==> src/rtl/rst_pulse_gen_if.sv <==
`default_nettype none
// +----------------------------------------------------------------------------+
// | Module   : rst_pulse_gen_if                                                |
// | Brief    : Request/response signals between reset sources and the        |
// |            reset-pulse generator.                                          |
// | Revision : 1.0 - initial release                                           |
// +----------------------------------------------------------------------------+
interface rst_pulse_gen_if;
  logic       btn;
  logic       sw_req;
  logic       sw_ack;
  logic       wdog_kick;
  logic       rst_out;
  logic [1:0] rst_cause;

  modport master (
    output btn,
    output sw_req,
    output wdog_kick,
    input  sw_ack,
    input  rst_out,
    input  rst_cause
  );

  modport slave (
    input  btn,
    input  sw_req,
    input  wdog_kick,
    output sw_ack,
    output rst_out,
    output rst_cause
  );
endinterface
`default_nettype wire

==> src/rtl/rst_pulse_gen.sv <==
`default_nettype none
// +----------------------------------------------------------------------------+
// | Module   : rst_pulse_gen                                                   |
// | Brief    : Merges debounced button, software and optional watchdog reset  |
// |            requests into one fixed-width, rate-limited reset pulse.       |
// |            Watchdog enabled by defining RST_PULSE_WDOG_EN.                 |
// | Revision : 1.0 - initial release                                           |
// +----------------------------------------------------------------------------+
module rst_pulse_gen #(
  parameter int DEB_CYCLES     = 4,
  parameter int PULSE_CYCLES   = 16,
  parameter int HOLDOFF_CYCLES = 8,
  parameter int WDOG_CYCLES    = 1024
) (
  input  wire logic      clk,
  input  wire logic      rst,
  rst_pulse_gen_if.slave bus
);

  localparam int c_cnt_max = (PULSE_CYCLES > HOLDOFF_CYCLES) ? PULSE_CYCLES : HOLDOFF_CYCLES;
  localparam int c_cnt_w   = $clog2(c_cnt_max) + 1;
  localparam int c_deb_w   = $clog2(DEB_CYCLES) + 1;

  localparam logic [c_cnt_w-1:0] c_pulse_load = c_cnt_w'(PULSE_CYCLES - 1);
  localparam logic [c_cnt_w-1:0] c_hold_load  = c_cnt_w'(HOLDOFF_CYCLES - 1);
  localparam logic [c_deb_w-1:0] c_deb_last   = c_deb_w'(DEB_CYCLES - 1);

  localparam logic [1:0] c_st_idle  = 2'd0;
  localparam logic [1:0] c_st_pulse = 2'd1;
  localparam logic [1:0] c_st_hold  = 2'd2;

  localparam logic [1:0] c_cause_none = 2'b00;
  localparam logic [1:0] c_cause_btn  = 2'b01;
  localparam logic [1:0] c_cause_wdog = 2'b10;
  localparam logic [1:0] c_cause_sw   = 2'b11;

  logic               sync1_q;
  logic               btn_s_q;
  logic               deb_state_q, deb_state_d;
  logic [c_deb_w-1:0] deb_cnt_q, deb_cnt_d;
  logic               btn_evt;
  logic               wdog_evt;

  logic [1:0]         state_q, state_d;
  logic [c_cnt_w-1:0] cnt_q, cnt_d;
  logic [1:0]         cause_q, cause_d;
  logic               rst_out_q;
  logic               sw_ack_w;

  always_ff @(posedge clk) begin
    if (rst) begin
      sync1_q <= 1'b0;
      btn_s_q <= 1'b0;
    end else begin
      sync1_q <= bus.btn;
      btn_s_q <= sync1_q;
    end
  end

  // Count consecutive cycles the synchronized level disagrees with the
  // debounced state; any agreeing cycle restarts the count.
  always_comb begin
    deb_cnt_d   = '0;
    deb_state_d = deb_state_q;
    btn_evt     = 1'b0;
    if (btn_s_q != deb_state_q) begin
      if (deb_cnt_q == c_deb_last) begin
        deb_state_d = btn_s_q;
        btn_evt     = btn_s_q;
      end else begin
        deb_cnt_d = deb_cnt_q + c_deb_w'(1);
      end
    end
  end

  always_ff @(posedge clk) begin
    if (rst) begin
      deb_state_q <= 1'b0;
      deb_cnt_q   <= '0;
    end else begin
      deb_state_q <= deb_state_d;
      deb_cnt_q   <= deb_cnt_d;
    end
  end

`ifdef RST_PULSE_WDOG_EN
  localparam int                c_wd_w    = $clog2(WDOG_CYCLES) + 1;
  localparam logic [c_wd_w-1:0] c_wd_last = c_wd_w'(WDOG_CYCLES - 1);

  logic [c_wd_w-1:0] wd_cnt_q;

  assign wdog_evt = (state_q == c_st_idle) && (wd_cnt_q == c_wd_last) && !bus.wdog_kick;

  always_ff @(posedge clk) begin
    if (rst || bus.wdog_kick || (state_q != c_st_idle)) begin
      wd_cnt_q <= '0;
    end else if (wd_cnt_q != c_wd_last) begin
      wd_cnt_q <= wd_cnt_q + c_wd_w'(1);
    end
  end
`else
  logic unused_wdog_kick;

  assign wdog_evt         = 1'b0;
  assign unused_wdog_kick = bus.wdog_kick;
`endif

  always_comb begin
    state_d  = state_q;
    cnt_d    = cnt_q;
    cause_d  = cause_q;
    sw_ack_w = 1'b0;
    case (state_q)
      c_st_idle: begin
        if (btn_evt || wdog_evt || bus.sw_req) begin
          state_d = c_st_pulse;
          cnt_d   = c_pulse_load;
          if (btn_evt) begin
            cause_d = c_cause_btn;
          end else if (wdog_evt) begin
            cause_d = c_cause_wdog;
          end else begin
            cause_d  = c_cause_sw;
            sw_ack_w = 1'b1;
          end
        end
      end
      c_st_pulse: begin
        if (cnt_q == '0) begin
          state_d = c_st_hold;
          cnt_d   = c_hold_load;
        end else begin
          cnt_d = cnt_q - c_cnt_w'(1);
        end
      end
      c_st_hold: begin
        if (cnt_q == '0) begin
          state_d = c_st_idle;
        end else begin
          cnt_d = cnt_q - c_cnt_w'(1);
        end
      end
      default: begin
        state_d = c_st_idle;
        cnt_d   = '0;
      end
    endcase
  end

  always_ff @(posedge clk) begin
    if (rst) begin
      state_q   <= c_st_idle;
      cnt_q     <= '0;
      cause_q   <= c_cause_none;
      rst_out_q <= 1'b0;
    end else begin
      state_q   <= state_d;
      cnt_q     <= cnt_d;
      cause_q   <= cause_d;
      rst_out_q <= (state_d == c_st_pulse);
    end
  end

  assign bus.sw_ack    = sw_ack_w & ~rst;
  assign bus.rst_out   = rst_out_q;
  assign bus.rst_cause = cause_q;

endmodule
`default_nettype wire

==> src/flat_wrapper.sv <==
// flat-port wrapper written by rule: the top's interface ports become plain ports
module rst_pulse_gen_flat 
#(
  parameter int DEB_CYCLES     = 4,
  parameter int PULSE_CYCLES   = 16,
  parameter int HOLDOFF_CYCLES = 8,
  parameter int WDOG_CYCLES    = 1024
)
  (clk, rst, bus_btn, bus_sw_req, bus_wdog_kick, bus_sw_ack, bus_rst_out, bus_rst_cause);
  rst_pulse_gen_if bus_i ();
  input  wire logic clk;
  input  wire logic rst;
  input wire logic [$bits(bus_i.btn)-1:0] bus_btn;
  input wire logic [$bits(bus_i.sw_req)-1:0] bus_sw_req;
  input wire logic [$bits(bus_i.wdog_kick)-1:0] bus_wdog_kick;
  output wire logic [$bits(bus_i.sw_ack)-1:0] bus_sw_ack;
  output wire logic [$bits(bus_i.rst_out)-1:0] bus_rst_out;
  output wire logic [$bits(bus_i.rst_cause)-1:0] bus_rst_cause;
  assign bus_i.btn = bus_btn;
  assign bus_i.sw_req = bus_sw_req;
  assign bus_i.wdog_kick = bus_wdog_kick;
  assign bus_sw_ack = bus_i.sw_ack;
  assign bus_rst_out = bus_i.rst_out;
  assign bus_rst_cause = bus_i.rst_cause;
  rst_pulse_gen #(.DEB_CYCLES(DEB_CYCLES), .PULSE_CYCLES(PULSE_CYCLES), .HOLDOFF_CYCLES(HOLDOFF_CYCLES), .WDOG_CYCLES(WDOG_CYCLES)) u_core (.clk(clk), .rst(rst), .bus(bus_i));
endmodule
==> config.mk <==
export PLATFORM = sky130hd
export DESIGN_NAME = rst_pulse_gen_flat
export DESIGN_NICKNAME = d
export VERILOG_FILES = /design/src/rtl/rst_pulse_gen_if.sv /design/src/rtl/rst_pulse_gen.sv /design/src/flat_wrapper.sv
export SDC_FILE = /design/constraint.sdc
export NUM_CORES = 1
export LEC_CHECK = 0
export ABC_AREA = 1
export ABC_CLOCK_PERIOD_IN_PS = 4300
export BUFFER_PORTS_ARGS = -buffer_cell sky130_fd_sc_hd__buf_2
export CAP_MARGIN = 20
export CORE_MARGIN = 3
export CORE_UTILIZATION = 58
export DETAILED_ROUTE_END_ITERATION = 8
export PLACE_DENSITY_LB_ADDON = 0.08
export SLEW_MARGIN = 20
export SYNTH_ARGS = -nofsm -noshare
export SYNTH_HDL_FRONTEND = slang
export SYNTH_SLANG_ARGS = --single-unit
export TNS_END_PERCENT = 5
==> constraint.sdc <==
create_clock -name clk -period 4.3 [get_ports clk]
set_clock_uncertainty 0.2 [all_clocks]
set_input_delay 0.86 -clock clk [delete_from_list [all_inputs] [get_ports clk]]
set_output_delay 0.86 -clock clk [all_outputs]
set_load 0.05 [all_outputs]
Word level (Yosys, flattened, before mapping)

Index checks and enable logic that the tools add are counted.

Logic and storage cells: 41
Input port bits: 5
Flip-flop bits (word level): 16

Mux-type cells: 14
Reductions and logical operators: 7
Bitwise gates (word level): 3
Equal/unequal tests: 7
Add/sub/neg operators: 2

Operators by type and width:

| kind                                              | number |
|---|---|
| two-way mux 5 bit                                 | 3 |
| case mux 5 bit (3 select lines)                   | 1 |
| two-way mux 2 bit                                 | 4 |
| case mux 2 bit (3 select lines)                   | 1 |
| AND reduction 2 bit                               | 3 |
| zero test 5 bit                                   | 1 |
| two-way mux 1 bit                                 | 5 |
| subtractor 5 x 1 -> 5 bit (second input constant) | 1 |
| == test 2 x 1 -> 1 bit (second input constant)    | 2 |
| adder 3 x 1 -> 3 bit (second input constant)      | 1 |
| == test 3 x 2 -> 1 bit (second input constant)    | 1 |
| OR reduction 3 bit                                | 1 |
| == test 2 bit (second input constant)             | 1 |
| zero test 2 bit                                   | 1 |
| != test 2 x 1 -> 1 bit (second input constant)    | 1 |
| != test 2 bit (second input constant)             | 1 |
| NOT 1 bit                                         | 2 |
| AND 1 bit                                         | 1 |
| logical OR 1 bit                                  | 1 |
| != test 1 bit                                     | 1 |

Logic depth before layout (Yosys ltp)

Gate-level depths: netlist of the first run.

Word-level depth: 7
Mapped depth: 8
Gate-level depth less buffers: 8

Worst setup path before layout of the first run

Ideal clock, no wire load.

Kind: input port to output port
Start: input rst
End: output bus_sw_ack
Buffers on the path: 1
Stages on the path: 2
Arrival time: 1,739 ps
Setup slack: 1,501 ps
Cell sequence: buf_1 -> nor2_1

Longest elaborated chain between the ends: 2

Ends and longest elaborated chain:

| what        | RTL line             | RTL |
|---|---|---|
| from (decl) | flat_wrapper.sv:12   | `input wire logic rst;` |
| NOT 1 bit   | rst_pulse_gen.sv:164 | `assign bus.sw_ack = sw_ack_w & ~rst;` |
| AND 1 bit   | rst_pulse_gen.sv:164 |  |
| to (decl)   | flat_wrapper.sv:16   | `output wire logic [$bits(bus_i.sw_ack)-1:0] bus_sw_ack;` |

No other way between the ends.

Worst setup path in the final report of the first run

Start: register u_core.deb_cnt_q[0]
End: output bus_sw_ack

Longest elaborated chain between the ends: 7
Elaborated cells between the ends (all ways): 8
Those cells by class: eq/ne (1); mux (5); bitwise (1); reduce/logical (1)

Ends and longest elaborated chain:

| what                                                         | RTL line                                   | RTL |
|---|---|---|
| from (decl)                                                  | rst_pulse_gen.sv:40                        | `logic [c_deb_w-1:0] deb_cnt_q, deb_cnt_d;` |
| from (signal assigned)                                       | rst_pulse_gen.sv:82                        | `deb_cnt_q <= deb_cnt_d;` |
| == test 3 x 2 -> 1 bit *                                     | rst_pulse_gen.sv:67                        | `if (deb_cnt_q == c_deb_last) begin` |
| two-way mux 1 bit *                                          | rst_pulse_gen.sv:67                        |  |
| two-way mux 1 bit *                                          | rst_pulse_gen.sv:66                        | `if (btn_s_q != deb_state_q) begin` |
| two-way mux 1 bit / logical OR 1 bit (equally long branches) | rst_pulse_gen.sv:118, rst_pulse_gen.sv:115 |  |
| two-way mux 1 bit *                                          | rst_pulse_gen.sv:115                       | `if (btn_evt \|\| wdog_evt \|\| bus.sw_req) begin` |
| two-way mux 1 bit *                                          | rst_pulse_gen.sv:113                       | `case (state_q)` |
| AND 1 bit *                                                  | rst_pulse_gen.sv:164                       |  |

Every way passes the cells marked *; elsewhere a longest branch is shown, timed or not.

==> results of run 1 <==
state kept, by name, indices dropped and copies added (netlist names):
name                  flops
u_core.bus.rst_out        1
u_core.state_q            2
u_core.bus.rst_cause      2
u_core.deb_cnt_q          3
u_core.btn_s_q            1
u_core.cnt_q              5
u_core.sync1_q            1
u_core.deb_state_q        1
routing by layer:
layer,vias up,track usage (%)
met2,13,24.92
met3,4,5.150
li1,340,-
met5,-,0
met1,270,22.51
met4,0,9.317
cell type report:
type | instances | area [um^2]
Tap cell | 14 | 17.52
Clock buffer | 4 | 36.28
Inverter | 17 | 63.81
Multi-Input combinational cell | 66 | 375.4
Sequential cell | 16 | 320.3
Timing Repair Buffer | 7 | 35.03
Fill cell | 97 | 322.8
synth_stat cells:
| cell | n | share of area (%) |
|---|---|---|
| nor2_2 | 2 | 1.6 |
| xor2_1 | 2 | 2.3 |
| o21ai_1 | 1 | 0.66 |
| nand4_1 | 2 | 1.6 |
| nand3_1 | 10 | 6.6 |
| inv_1 | 16 | 7.9 |
| o21ai_0 | 2 | 1.3 |
| dfxtp_1 | 16 | 42 |
| nand2_2 | 1 | 0.82 |
| nor2_4 | 2 | 3.0 |
| nand3b_1 | 1 | 0.98 |
| nor2_1 | 9 | 4.4 |
| a21oi_1 | 8 | 5.2 |
| a21oi_2 | 3 | 3.4 |
| inv_2 | 1 | 0.49 |
| ha_1 | 3 | 4.9 |
| nand2_1 | 18 | 8.9 |
| nand3_4 | 1 | 2.3 |
| buf_1 | 1 | 0.49 |
| o21ai_2 | 1 | 1.1 |
metrics by stage:
step                instances  util, %  power (mW)
floorplan                 100        -      0.4220
global placement          120    69.34      0.4610
detailed placement        120    69.34      0.4669
CTS                       124    72.44      0.5660
global route              124    72.44      0.6084
finish                    124    72.44      0.5646
worst max path at each step:
stage          slack (ns)  cells past startpoint           startpoint         end
3_3_place_gp         1.81                      3                  rst  bus_sw_ack
2_1_floorplan        1.50                      2                  rst  bus_sw_ack
4_1_cts              1.59                      6  u_core.deb_cnt_q[0]  bus_sw_ack
3_5_place_dp         1.80                      3                  rst  bus_sw_ack
5_1_grt              1.49                      6  u_core.deb_cnt_q[0]  bus_sw_ack
6_report             1.62                      6  u_core.deb_cnt_q[0]  bus_sw_ack
power groups by stage:
stage | Combinational, mW | Clock (mW) | Sequential, mW
3_5_place_dp | 0.250 | 0 | 0.217
4_1_cts | 0.251 | 0.101 | 0.213
6_report | 0.253 | 0.0977 | 0.214
5_1_grt | 0.280 | 0.109 | 0.219
2_1_floorplan | 0.185 | 0 | 0.237
3_3_place_gp | 0.244 | 0 | 0.217
worst reg2reg max path, stage by stage (launching register included):
cell and delay, ns:
dfxtp_1 0.36, ha_1 0.16, ha_1 0.17, nand3_1 0.14
nand3_1 0.17, inv_2 0.06, nor2_4 0.14, nand3_1 0.11
a21oi_2 0.12
cells by family (layout without fill, tap and decap cells):
kind of cell    after synthesis  count (layout)  synth area share [%]
simple gates                 46              46                 30.16
buf+inv                      18              28                 8.852
flops                        16              16                 41.97
compound gates               15              15                 11.80
fa+ha+maj                     3               3                 4.919
xor+xnor                      2               2                 2.296
==> flow_summary.yaml, run 1 <==
die:
  dieArea_um2: 1787
  rows: 12
  die_x_um: 42.28
  ios: 9
  core_um2: 1171
  initial_utilization_pct: 65.17
  fp.dieH_um: 42.28
placement:
  dpl_cell_area_um2: 812.0
  dp_slack_ns: 1.804
  dp_hpwl_mm: 1.039
  portBuffers: 7
  gp_congestion: 0.7581
clocking:
  cts_hold_buf: 0
  cts_setup_buffers: 0
  clkTransAtPathRegs_ns: 0.09
  cts_buffers: 3
  clock-sinks: 16
  cts_root_buf: "clkbuf_4"
  clk_path_buf_depth: 2
  insertion_delay_ns: 0.28
  cts_tree: "yes"
  cts_resized: 0
  htree_levels: 1
critical_path:
  crit_type: "flop to primary output"
  cp.arrival_ns: 1.62
  crit_chain: "ha_1 > ha_1 > nand3_1 > nand3_1 > nor2_1 > buf_2"
  path_buf_inv: 1
  slowest_stage: "dfxtp_1"
  worstPathRequired_ns: 3.24
  end_kind: "primary output"
  reg2reg_slack_ns: 2.62
  reg2regPathDepth: 8
  critPathMaxFanout: 4
  r2r-end: "u_core.cnt_q[4]"
  cp_top_family: "adder cells"
  regToRegStartpoint: "u_core.deb_cnt_q[0]"
  crit_path_max_incr_delay_ns: 0.33
  cp-start-kind: "flop"
pwr:
  intPower_mw: 0.3190
  switching_share_pct: 43.49
  combPwrFrac_pct: 44.7
  switching_power_mw: 0.2456
  seqPwrFrac_pct: 38.0
  ir_drop_v: 0.0005060
  leakage_nw: 0.3984
  clkPwrFrac_pct: 17.3
  power_density_nw_per_um2: 665.6
timing:
  setup_viol: 0
  slew_headroom_pct: 82.56
  rsz0062_at_grt: "false"
  timing.final.crit_share_pct: 62.25
  final.setup.worst_slack_ns: 1.623
  slew_viol_final: 0
  hold_viol: 0
  max_freq_ghz: 0.3736
  hold_slack_ns: 0.2052
  min_period_ns: 2.677
  worstMarginPinSlew_ns: 0.2617
  fin_tns_setup_ns: 0
synthesis:
  synthCells: 100
  yosys_register_bits: 16
  ys_seq_area_share_pct: 41.97
  syn-num-nets: 108
  yosys_warnings: 0
  synth.avg_cell_area_um2: 7.632
  synth_cell_types: 20
  netlist_area_um2: 763.2
drt:
  drtAntennaViolNets: 0
  met1_length_um: 671
  wl_mm: 1.352
  drc_errors: 0
  vias_per_cell: 5.056
  wl_per_cell_um: 10.90
  firstDrtPassIters: 4
  vias: 627
  dr_wl_met3_um: 57
  routed.top_layer: "met4"
  wl_met2_um: 591
  drtIter0Drc: 13
flow_run:
  maxCapViolCount: 0
cells_and_area:
  drive_above_1_share_pct: 20.00
  final_area_um2: 848.3
  antennaDiodeCount: 0
  area_delta_synth_final_pct: 11.15
  final_cell_mix: "nand2_1 (18), inv_1 (16), dfxtp_1 (16)"
  fin_nets: 119
  final_common_cell: "nand2_1"
min_path:
  hp-start: "u_core.sync1_q"
  whs_path_depth: 2
  holdPathEnd: "u_core.btn_s_q"
  hold_class: "flop to flop"
global_route:
  track_usage_pct: 17.18
  grt_pass1_wl_mm: 2.297
  grt-ovfl-total: 0
  grt_pass1_vias: 551
  grt_antenna_before_repair: 0
  grt_max_degree: 14
run_status:
  status: "completed"
No activity file was read; power rests on OpenSTA's default activity.
==> run 2: changes to the inputs <==
ABC_AREA = 0   (was 1)
ABC_CLOCK_PERIOD_IN_PS = 2740   (was 4300)
CORE_UTILIZATION = 54   (was 58)
clock period = 2.74 ns   (was 4.3 ns; I/O delays follow)
==> run 2 against run 1 <==
  * Sequential share of layout area is 0.91 points higher
  * Register-to-register slack worse by 1.7 ns
  * Clock power is 57% higher
  * Worst hold slack better by 0.028 ns
  * Critical path depth is 2 lower
  * Cell count is 15% lower
  * Clock-buffer cell count stayed put
  * Critical path type unchanged
  * Highest routed layer unchanged
==> flow_summary.yaml, run 2 <==
timing:
  slew_headroom_pct: 70.21
  setup_viol: 0
  hold_viol: 0
  timing.final.crit_share_pct: 86.18
  slew_viol_final: 0
  worstMarginPinSlew_ns: 0.4450
  fin_tns_setup_ns: 0
  min_period_ns: 2.361
  final.setup.worst_slack_ns: 0.3786
  max_freq_ghz: 0.4235
  rsz0062_at_grt: "false"
cells_and_area:
  final_common_cell: "dfxtp_1"
  area_delta_synth_final_pct: 10.33
  fin_nets: 100
  drive_above_1_share_pct: 16.48
  largest_reg_flops: 5
  top_register: "u_core.cnt_q"
  antennaDiodeCount: 0
  final_cell_mix: "dfxtp_1 (16), nor2_1 (13), a21oi_1 (7), buf_2 (7)"
  top_regs: "u_core.cnt_q (5), u_core.deb_cnt_q (3)"
placement:
  gp_congestion: 0.8135
  portBuffers: 7
  dp_slack_ns: 0.6959
  dp_hpwl_um: 941.5
global_route:
  grt_pass1_vias: 571
  grt_antenna_before_repair: 0
  grt_pass1_wl_mm: 2.359
  grt-ovfl-total: 0
  track_usage_pct: 16.05
  grt_max_degree: 16
flow_run:
  maxCapViolCount: 0
synthesis:
  synth_cell_types: 31
  yosys_register_bits: 16
  syn-num-nets: 90
  synth_xor_area_share_pct: 3.500
  synth_edf_count: 0
  ys_seq_area_share_pct: 42.67
  yosys_warnings: 0
  synth.avg_cell_area_um2: 9.155
  ys_top_cells_by_count: "dfxtp_1 (16), nor2_1 (13), a21oi_1 (7), inv_1 (4), nand2_1 (4)"
  synth_top_area_share_pct: 42.67
  yosysMostFrequentCell: "dfxtp_1"
  muxShareOfSynthArea_pct: 1.333
  yosys.area_share.simple_pct: 28.33
  synth_largest_area_cell: "dfxtp_1"
  synthCells: 82
  synthAdderAreaFrac_pct: 5.000
  synth-compound-area-share_pct: 14.67
  netlist_top_cells_area: "dfxtp_1 (43%), nor2_1 (6.5%), ha_1 (5.0%)"
  netlist_area_um2: 750.7
  synthArstFlopShare_pct: 0
  synth_top_family_by_area: "simple AND/OR/NAND/NOR gates"
  ys.flop_type: "dfxtp_1"
critical_path:
  crit_chain: "nor2_1 > nand3_1 > nor2_1 > buf_2"
  cp-start-kind: "flop"
  slowest_stage: "dfxtp_1"
  critPathMaxFanout: 12
  worstPathRequired_ns: 1.99
  crit_path_max_incr_delay_ns: 0.43
  crit_type: "flop to primary output"
  crit_top_cell: "nor2_1"
  end_kind: "primary output"
  reg2reg_slack_ns: 0.94
  cp.arrival_ns: 1.61
drt:
  drc_errors: 0
  wl_per_cell_um: 12.15
  drtAntennaViolNets: 0
  vias_per_cell: 5.676
  drtIter0Drc: 26
  firstDrtPassIters: 4
  wl_mm: 1.276
  vias: 596
pwr:
  ir_drop_v: 0.0003985
  power_density_nw_per_um2: 679.5
  leakage_nw: 0.3679
  power.total_mw: 0.5628
clocking:
  clk_path_buf_depth: 2
  cts_resized: 0
  cts_hold_buf: 0
  cts_setup_buffers: 0
  cts_buffers: 3
  clkTransAtPathRegs_ns: 0.09
  cts_tree: "yes"
  htree_levels: 1
  clock-sinks: 16
  insertion_delay_ns: 0.28
  cts_root_buf: "clkbuf_4"
die:
  core_um2: 1201
  fp.dieH_um: 43.29
  rows: 12
  dieArea_um2: 1874
  ios: 9
  die_x_um: 43.29
  initial_utilization_pct: 62.50
min_path:
  hold_class: "flop to flop"
run_status:
  status: "completed"
==> run 2: changes by cell type after synthesis, sizes merged, moves of 3 or more <==
cell    change
nand3       -9
nand2b      +3
a21oi       -4
nand2      -15
inv        -13
a211oi      +3
==> run 2: metrics by stage <==
| step | cell area (um^2) | cells | hold slack (ns) | utilization [%] |
|---|---|---|---|---|
| floorplan | 750.7 | 82 | 0.1990 | - |
| global placement | 792.0 | 101 | 0.2122 | 65.94 |
| detailed placement | 792.0 | 101 | 0.2202 | 65.94 |
| CTS | 828.3 | 105 | 0.2340 | 68.96 |
| global route | 828.3 | 105 | 0.2592 | 68.96 |
| finish | 828.3 | 105 | 0.2336 | 68.96 |
==> run 2: kinds of logic (layout without fill, tap and decap cells) <==
family	Yosys count	after routing
AND/OR/NAND/NOR	35	35
AO/OA/AOI/OAI	17	17
flip-flops	16	16
buffers and inverters	7	16
adder cells (fa/ha/maj)	3	3
XOR/XNOR	3	3
multiplexers	1	1
==> run 2: worst max-delay path, delay by kind of cell (launching register included) <==
family                 cells  cell delay (ns)
and+or+nand+nor            3             0.63
buffers and inverters      1             0.26
DFF                        1             0.43
==> run 2: final cells by class <==
type / count / area, um^2
Clock buffer: 4 / 36.28
Fill cell: 95 / 372.9
Inverter: 4 / 15.01
Multi-Input combinational cell: 59 / 396.6
Sequential cell: 16 / 320.3
Tap cell: 14 / 17.52
Timing Repair Buffer: 8 / 42.54
==> run 2: path summary, 6_finish.rpt <==
check	from	endpoint	cells after the start
setup / recovery	u_core.state_q[0]	bus_sw_ack	4
hold / removal	u_core.deb_cnt_q[0]	u_core.deb_cnt_q[0]	1
setup reg to reg	u_core.deb_cnt_q[0]	u_core.cnt_q[3]	6
hold reg to reg	u_core.deb_cnt_q[0]	u_core.deb_cnt_q[0]	1
==> run 2: layer usage <==
metal  vias up  global-route usage [%]  share of wire, %
li1        309                       -                 -
met1       259                   22.34                48
met2        26                   23.60                43
met3         2                   2.966               8.8
met4         0                   7.229              0.63
met5         -                       0                 0
==> run 2: report_power, final <==
group / leakage, nW / switching, mW / internal (mW)
Sequential: 0.132 / 0.0230 / 0.253
Clock: 0.0210 / 0.0721 / 0.0809
Combinational: 0.215 / 0.0821 / 0.0514
